[config.mk]
export PLATFORM = sky130hd
export DESIGN_NAME = wb_rr_arbiter
export DESIGN_NICKNAME = d
export VERILOG_FILES = /design/src/rtl/wb_rr_arbiter.sv
export SDC_FILE = /design/constraint.sdc
export NUM_CORES = 1
export LEC_CHECK = 0
export CORE_MARGIN = 2
export CORE_UTILIZATION = 61
export DETAILED_ROUTE_END_ITERATION = 8
export PLACE_DENSITY = 0.93
export SLEW_MARGIN = 20
export SYNTH_ARGS = -nofsm -noshare
export SYNTH_HDL_FRONTEND = slang
export SYNTH_SLANG_ARGS = --single-unit
[constraint.sdc]
create_clock -name clk -period 6.2 [get_ports clk]
set_input_delay 1.24 -clock clk [delete_from_list [all_inputs] [get_ports clk]]
set_output_delay 1.24 -clock clk [all_outputs]
set_load 0.02 [all_outputs]
[src/rtl/wb_rr_arbiter.sv]
// rtl/wb_rr_arbiter.sv - round-robin Wishbone bus arbiter with ownership watchdog
module wb_rr_arbiter #(
    parameter int NUM_OF_MASTER   = 4,
    parameter int NUM_OF_SEL_BITS = 2,
    parameter int TIMEOUT_CYCLES  = 255
) (
    input  logic                       clk,
    input  logic                       reset,
    input  logic [NUM_OF_MASTER-1:0]   CYC_I,
    input  logic                       ACK_I,
    output logic [NUM_OF_SEL_BITS-1:0] GNT,
    output logic [NUM_OF_MASTER-1:0]   GNT_mux,
    output logic                       CYC,
    output logic                       busy,
    output logic                       timeout_err
);

    typedef enum logic [1:0] {
        IDLE       = 2'd0,
        GRANTED    = 2'd1,
        BLOCKED    = 2'd2,
        TURNAROUND = 2'd3
    } state_t;

    localparam logic [NUM_OF_SEL_BITS-1:0] LAST_RST = NUM_OF_SEL_BITS'(NUM_OF_MASTER - 1);
    localparam logic [15:0]                WD_LIMIT = 16'(TIMEOUT_CYCLES - 1);

    state_t                     state_q, state_d;
    logic [NUM_OF_SEL_BITS-1:0] gnt_q, gnt_d;
    logic [NUM_OF_SEL_BITS-1:0] last_q, last_d;
    logic [NUM_OF_MASTER-1:0]   mux_q, mux_d;
    logic [15:0]                wd_q, wd_d;
    logic                       armed_q;

    logic [NUM_OF_SEL_BITS-1:0] winner;
    logic [NUM_OF_SEL_BITS-1:0] idx;
    logic                       found;
    logic                       any_req;
    logic                       owner_cyc;
    logic                       wd_hit;

    assign any_req   = |CYC_I;
    assign owner_cyc = CYC_I[gnt_q];
    assign wd_hit    = (wd_q == WD_LIMIT) && !ACK_I;

    // Rotating search starting just past the previous owner, modulo the master count.
    always_comb begin
        winner = last_q;
        found  = 1'b0;
        idx    = '0;
        for (int i = 1; i <= NUM_OF_MASTER; i++) begin
            idx = NUM_OF_SEL_BITS'((int'(last_q) + i) % NUM_OF_MASTER);
            if (!found && CYC_I[idx]) begin
                found  = 1'b1;
                winner = idx;
            end
        end
    end

    always_comb begin
        state_d     = state_q;
        gnt_d       = gnt_q;
        last_d      = last_q;
        mux_d       = mux_q;
        wd_d        = wd_q;
        timeout_err = 1'b0;
        case (state_q)
            IDLE: begin
                if (armed_q && any_req) begin
                    state_d        = GRANTED;
                    gnt_d          = winner;
                    mux_d          = '0;
                    mux_d[winner]  = 1'b1;
                    wd_d           = '0;
                end
            end
            GRANTED: begin
                // Release beats a coincident timeout; ACK beats the limit.
                if (!owner_cyc) begin
                    state_d = TURNAROUND;
                    last_d  = gnt_q;
                    mux_d   = '0;
                end else if (wd_hit) begin
                    state_d     = BLOCKED;
                    mux_d       = '0;
                    timeout_err = 1'b1;
                end else if (ACK_I) begin
                    wd_d = '0;
                end else if (wd_q != 16'hFFFF) begin
                    wd_d = wd_q + 16'd1;
                end
            end
            BLOCKED: begin
                if (!owner_cyc) begin
                    state_d = TURNAROUND;
                    last_d  = gnt_q;
                end
            end
            TURNAROUND: begin
                state_d = IDLE;
            end
            default: begin
                state_d = IDLE;
            end
        endcase
    end

    // armed_q holds off the first grant for one edge after reset release.
    always_ff @(posedge clk or negedge reset) begin
        if (!reset) begin
            state_q <= IDLE;
            gnt_q   <= '0;
            last_q  <= LAST_RST;
            mux_q   <= '0;
            wd_q    <= '0;
            armed_q <= 1'b0;
        end else begin
            state_q <= state_d;
            gnt_q   <= gnt_d;
            last_q  <= last_d;
            mux_q   <= mux_d;
            wd_q    <= wd_d;
            armed_q <= 1'b1;
        end
    end

    assign GNT     = gnt_q;
    assign GNT_mux = mux_q;
    assign CYC     = (state_q == GRANTED) && owner_cyc;
    assign busy    = (state_q != IDLE);

endmodule

After elaboration in Yosys (flattened, before gate mapping)
Cells that the tools add are included.
- add/subtract/negate cells: 5
- magnitude comparators: 7
- eq/ne operators: 11
- multiplexer cells: 37
- bitwise gates (word level): 1
- reduce and logical (&&, ||, !) cells: 21
- operators with widths (kind ; number):
    $mux 16 ; 5
    $pmux 16 s2 ; 1
    $lt 2x3->1 const B ; 6
    $add 16x1->16 const B ; 1
    $eq 16x8->1 const B ; 1
    $mux 2 ; 8
    $ne 16x16->1 const B ; 1
    $mux 1 ; 12
    $mux 4 ; 3
    $bmux 1 s2 ; 5
    $ne 2x2->1 const B ; 4
    $pmux 2 s4 ; 1
    $pmux 4 s2 ; 1
    $logic_and 1x1->1 ; 7
    $ne 3x3->1 const B ; 2
    $reduce_and 3->1 ; 2
    $reduce_and 5->1 ; 1
    $add 2x1->2 const B ; 2
    $add 2x2->2 const B ; 2
    $eq 2x2->1 const B ; 2
    $logic_not 1->1 ; 4
    $reduce_and 2->1 ; 2
    $reduce_bool 2->1 ; 2
    $reduce_or 4->1 ; 1
    other kinds (6) ; 6
- bits in registers: 27
- bits of input ports: 7
- output and inout port bits: 9

Longest topological paths before layout
- depth after elaboration: 19
- depth in mapped cells: 9

Worst setup path after synthesis
No wires, ideal clock.
- path kind: in2out
- start point: input CYC_I[3]
- end point: output CYC
- arrival time: 1.962 ns
- slack: 2.998 ns
- stages: 3
- buffers on the path: 0
- path through: mux4_2 > nand2_1 > inv_1
- longest elaborated chain between the ends: 3
- RTL lines (item ; RTL line ; source):
    start, declared ; 9 ; input logic [NUM_OF_MASTER-1:0] CYC_I,
    $bmux 1 s2 ; 43 ; assign owner_cyc = CYC_I[gnt_q];
    $mux 1 (implied by the code) ; 43 ;
    $logic_and 1x1->1 ; 129 ; assign CYC = (state_q == GRANTED) && owner_cyc;
    end, declared ; 13 ; output logic CYC,
Every way passes these cells. The select of a mux whose other input is x is not followed.

Worst setup path after layout
Same ends and word-level chain as after synthesis.

==> reports/metrics.cfg <==
[outcome]
outcome=finished clean

[sta]
max_slew_margin_pct=54.61
max_freq_mhz=231.1
finalMaxSlewViolations=0
skew_ps=24.01
rsz0062_at_grt=false
timing_hold_violations_final=0
period_share_pct=69.80
worst_slew_pin_slew_ps=680.8
fin_ws_ps=1872
tns_ps=0
setup_viol=0
layout_min_cycle_time_ps=4328
whs_ps=528.1

[synth]
yosys.area.top_type_share_pct=36.31
yosysSeqAreaShare_pct=39.36
synthCells=176
synth_area_leader_cell=dfrtp_1
async_flop_share_pct=100.0
ys_top_cells_by_area=dfrtp_1, o31ai_2, o31ai_1
synth-seq-cells=27
synth-edff-count=0
synth_nets=189
ys_types=45
yosysWarnings=0
synth_area_um2=1723
syn_area_per_cell_um2=9.789
synthFlopType=dfrtp_1

[min_path]
min_to=GNT_mux[0]$_DFFE_PN0P_
hold_path_class=reg -> reg
worstHoldStart=GNT_mux[0]$_DFFE_PN0P_
min_path_cells=1

[cells_and_area]
drive_gt1_share_pct=15.05
ff_latch_area_um2=678.2
area_growth_pct=10.02
multi_input_area_um2=957.2
fill_cells=206
nets=200
n_antenna_cell=0

[clock_tree]
h-tree-depth=1
clk_latency_ps=340
clk_path_buf_depth=2
cts_buffers=3
hold_buffers=0
cts.sinks=27
cts_resized=0
clock-root-buffer=clkbuf_4
postCtsSetupRepairBufs=0
cts_tree=built
clk_pin_slew_ps=160

[setup_path]
crit_required_ps=4960
critical_path_class=in -> out
r2r.worst_path.cells=7
cp_num_buf_inv=3
cp_max_fo=6
cp.arrival_ps=3090
cp-end-kind=output port
reg2reg_to=wd_q[6]$_DFFE_PN0P_
cp_common_cell=clkdlybuf4s50_1
reg2reg_slack_ps=3700
crit_path_max_incr_delay_ps=580
crit_family=buffers and inverters
r2r-start=state_q[1]$_DFFE_PN0P_
startpoint_type=input port
cp_slowest_cell=mux4_2
cp_cell_sequence=clkdlybuf4s50_1 > mux4_2 > nand2_1 > inv_1 > clkdlybuf4s50_1

[global_route]
grt_pass1_wl_um=6672
grt_pass1_vias=1389
grt_util_all_layers_pct=26.22
grt_overflow=0
grt_max_degree=28
antenna_found_initial=0

[routing]
post-route-drc-count=0
wl_met1_um=1657
routed.top_layer=met4
wl_per_cell_um=17.81
via_count=1490
dr_wl_met3_um=216
first_iter_violations=113
drt-total-wl_um=3865
ant_nets=0
wl_met2_um=1920
detail_route.first_pass.iterations=4
viasPerCell=6.866

[placement]
io_buffers=15
dp_slack_ps=1912
place.gp.congestion=0.9083
hpwl_um=2823

[floorplan]
core-area_um2=2710
boundaryPins=16
die-width_um=57.15
num_rows=19
start_util_pct=63.57
fp.dieH_um=57.15
die_area_um2=3266

[pwr]
peakVddDrop_v=0.0002838
power.density_nw_per_um2=372.9
p_leak_nw=0.7952
power_mw=0.7069

[run]
cap_violations=0

==> Yosys cell counts, types with 2 or more instances <==
| cell | count |
|---|---|
| buf_2 | 4 |
| nor3b_1 | 2 |
| inv_1 | 9 |
| ha_1 | 6 |
| and3_1 | 5 |
| dfstp_2 | 2 |
| nand2_1 | 9 |
| o31ai_1 | 11 |
| nand4_1 | 5 |
| and2_1 | 4 |
| and4_1 | 2 |
| nor3_1 | 6 |
| dfrtp_1 | 25 |
| mux2_2 | 3 |
| clkbuf_1 | 4 |
| buf_6 | 2 |
| a31oi_1 | 3 |
| a22o_1 | 6 |
| a21oi_1 | 7 |
| o22a_1 | 2 |
| nand3_1 | 8 |
| nor2_1 | 9 |
| nand2b_1 | 4 |
| nor4_1 | 2 |
| o31ai_2 | 8 |
| o21ai_0 | 9 |
==> sequential cells by signal, summed over array words and instances, names as in the netlist <==
name,cells
GNT,2
state_q,2
last_q,2
armed_q,1
GNT_mux,4
wd_q,16
==> layout by cell type, fill, tap and decap left out, drive strengths merged, types with 2 or more instances in the layout <==
| cell type | synthesis | routed |
|---|---|---|
| o21ai | 9 | 9 |
| mux2 | 3 | 3 |
| nor3 | 7 | 7 |
| o22a | 2 | 2 |
| nand2b | 4 | 4 |
| o41ai | 2 | 2 |
| nor3b | 2 | 2 |
| inv | 9 | 9 |
| nand2 | 10 | 10 |
| and2 | 4 | 4 |
| nor2 | 9 | 9 |
| nand4 | 6 | 6 |
| nor4 | 2 | 2 |
| clkdlybuf4s50 | 0 | 15 |
| and4 | 2 | 2 |
| a21oi | 7 | 7 |
| or3 | 2 | 2 |
| ha | 6 | 6 |
| o31ai | 19 | 19 |
| dfstp | 2 | 2 |
| dfrtp | 25 | 25 |
| a31oi | 3 | 3 |
| and3 | 5 | 5 |
| nand3 | 8 | 8 |
| clkbuf | 4 | 3 |
| a22o | 6 | 6 |
==> metrics by stage <==
stage | util (%) | instance area, µm² | std cells
CTS | 69.81 | 1892 | 217
detailed placement | 68.70 | 1862 | 213
finish | 69.94 | 1896 | 217
floorplan | - | 1723 | 176
global placement | 68.70 | 1862 | 213
global route | 69.94 | 1896 | 217
==> per-layer routing <==
metal / up-vias / global-route usage, %
met4: 0 / 9.967
met3: 9 / 3.628
met2: 66 / 43.68
met1: 728 / 34.85
met5: - / 0
li1: 687 / -
==> worst max-delay path by stage <==
stage,from,end,slack (ps),cells past startpoint
floorplan,CYC_I[3],CYC,3000,3
detailed placement,CYC_I[3],CYC,1910,5
global route,CYC_I[3],CYC,1840,5
global placement,CYC_I[3],CYC,1980,5
finish,CYC_I[3],CYC,1870,5
CTS,CYC_I[3],CYC,1900,5
==> cells by family (layout without fill, tap and decap cells) <==
| family | after synthesis | count (layout) | share of synthesized area, % |
|---|---|---|---|
| adders and majority gates | 6 | 6 | 4.357 |
| AOI/OAI and AO/OA | 53 | 53 | 24.84 |
| other | 1 | 1 | 0.2177 |
| muxes | 5 | 5 | 3.849 |
| and+or+nand+nor | 65 | 65 | 22.08 |
| DFF | 27 | 27 | 39.36 |
| buffers and inverters | 19 | 29 | 5.301 |
==> final cells by class <==
type | instances | area share (%)
clock buffer | 3 | 1.188
clock inverter | 1 | 0.3960
inverter | 9 | 1.782
multi-input combinational | 130 | 50.49
sequential | 27 | 35.78
tap | 31 | 2.046
timing repair buffer | 16 | 8.317
==> power breakdown <==
part	switching (mW)	total, mW	internal, mW
sequential	0.0387	0.258	0.220
combinational	0.221	0.370	0.149
clock	0.0537	0.0784	0.0247
total	0.313	0.707	0.394
Power figures use the tool's default switching activity.
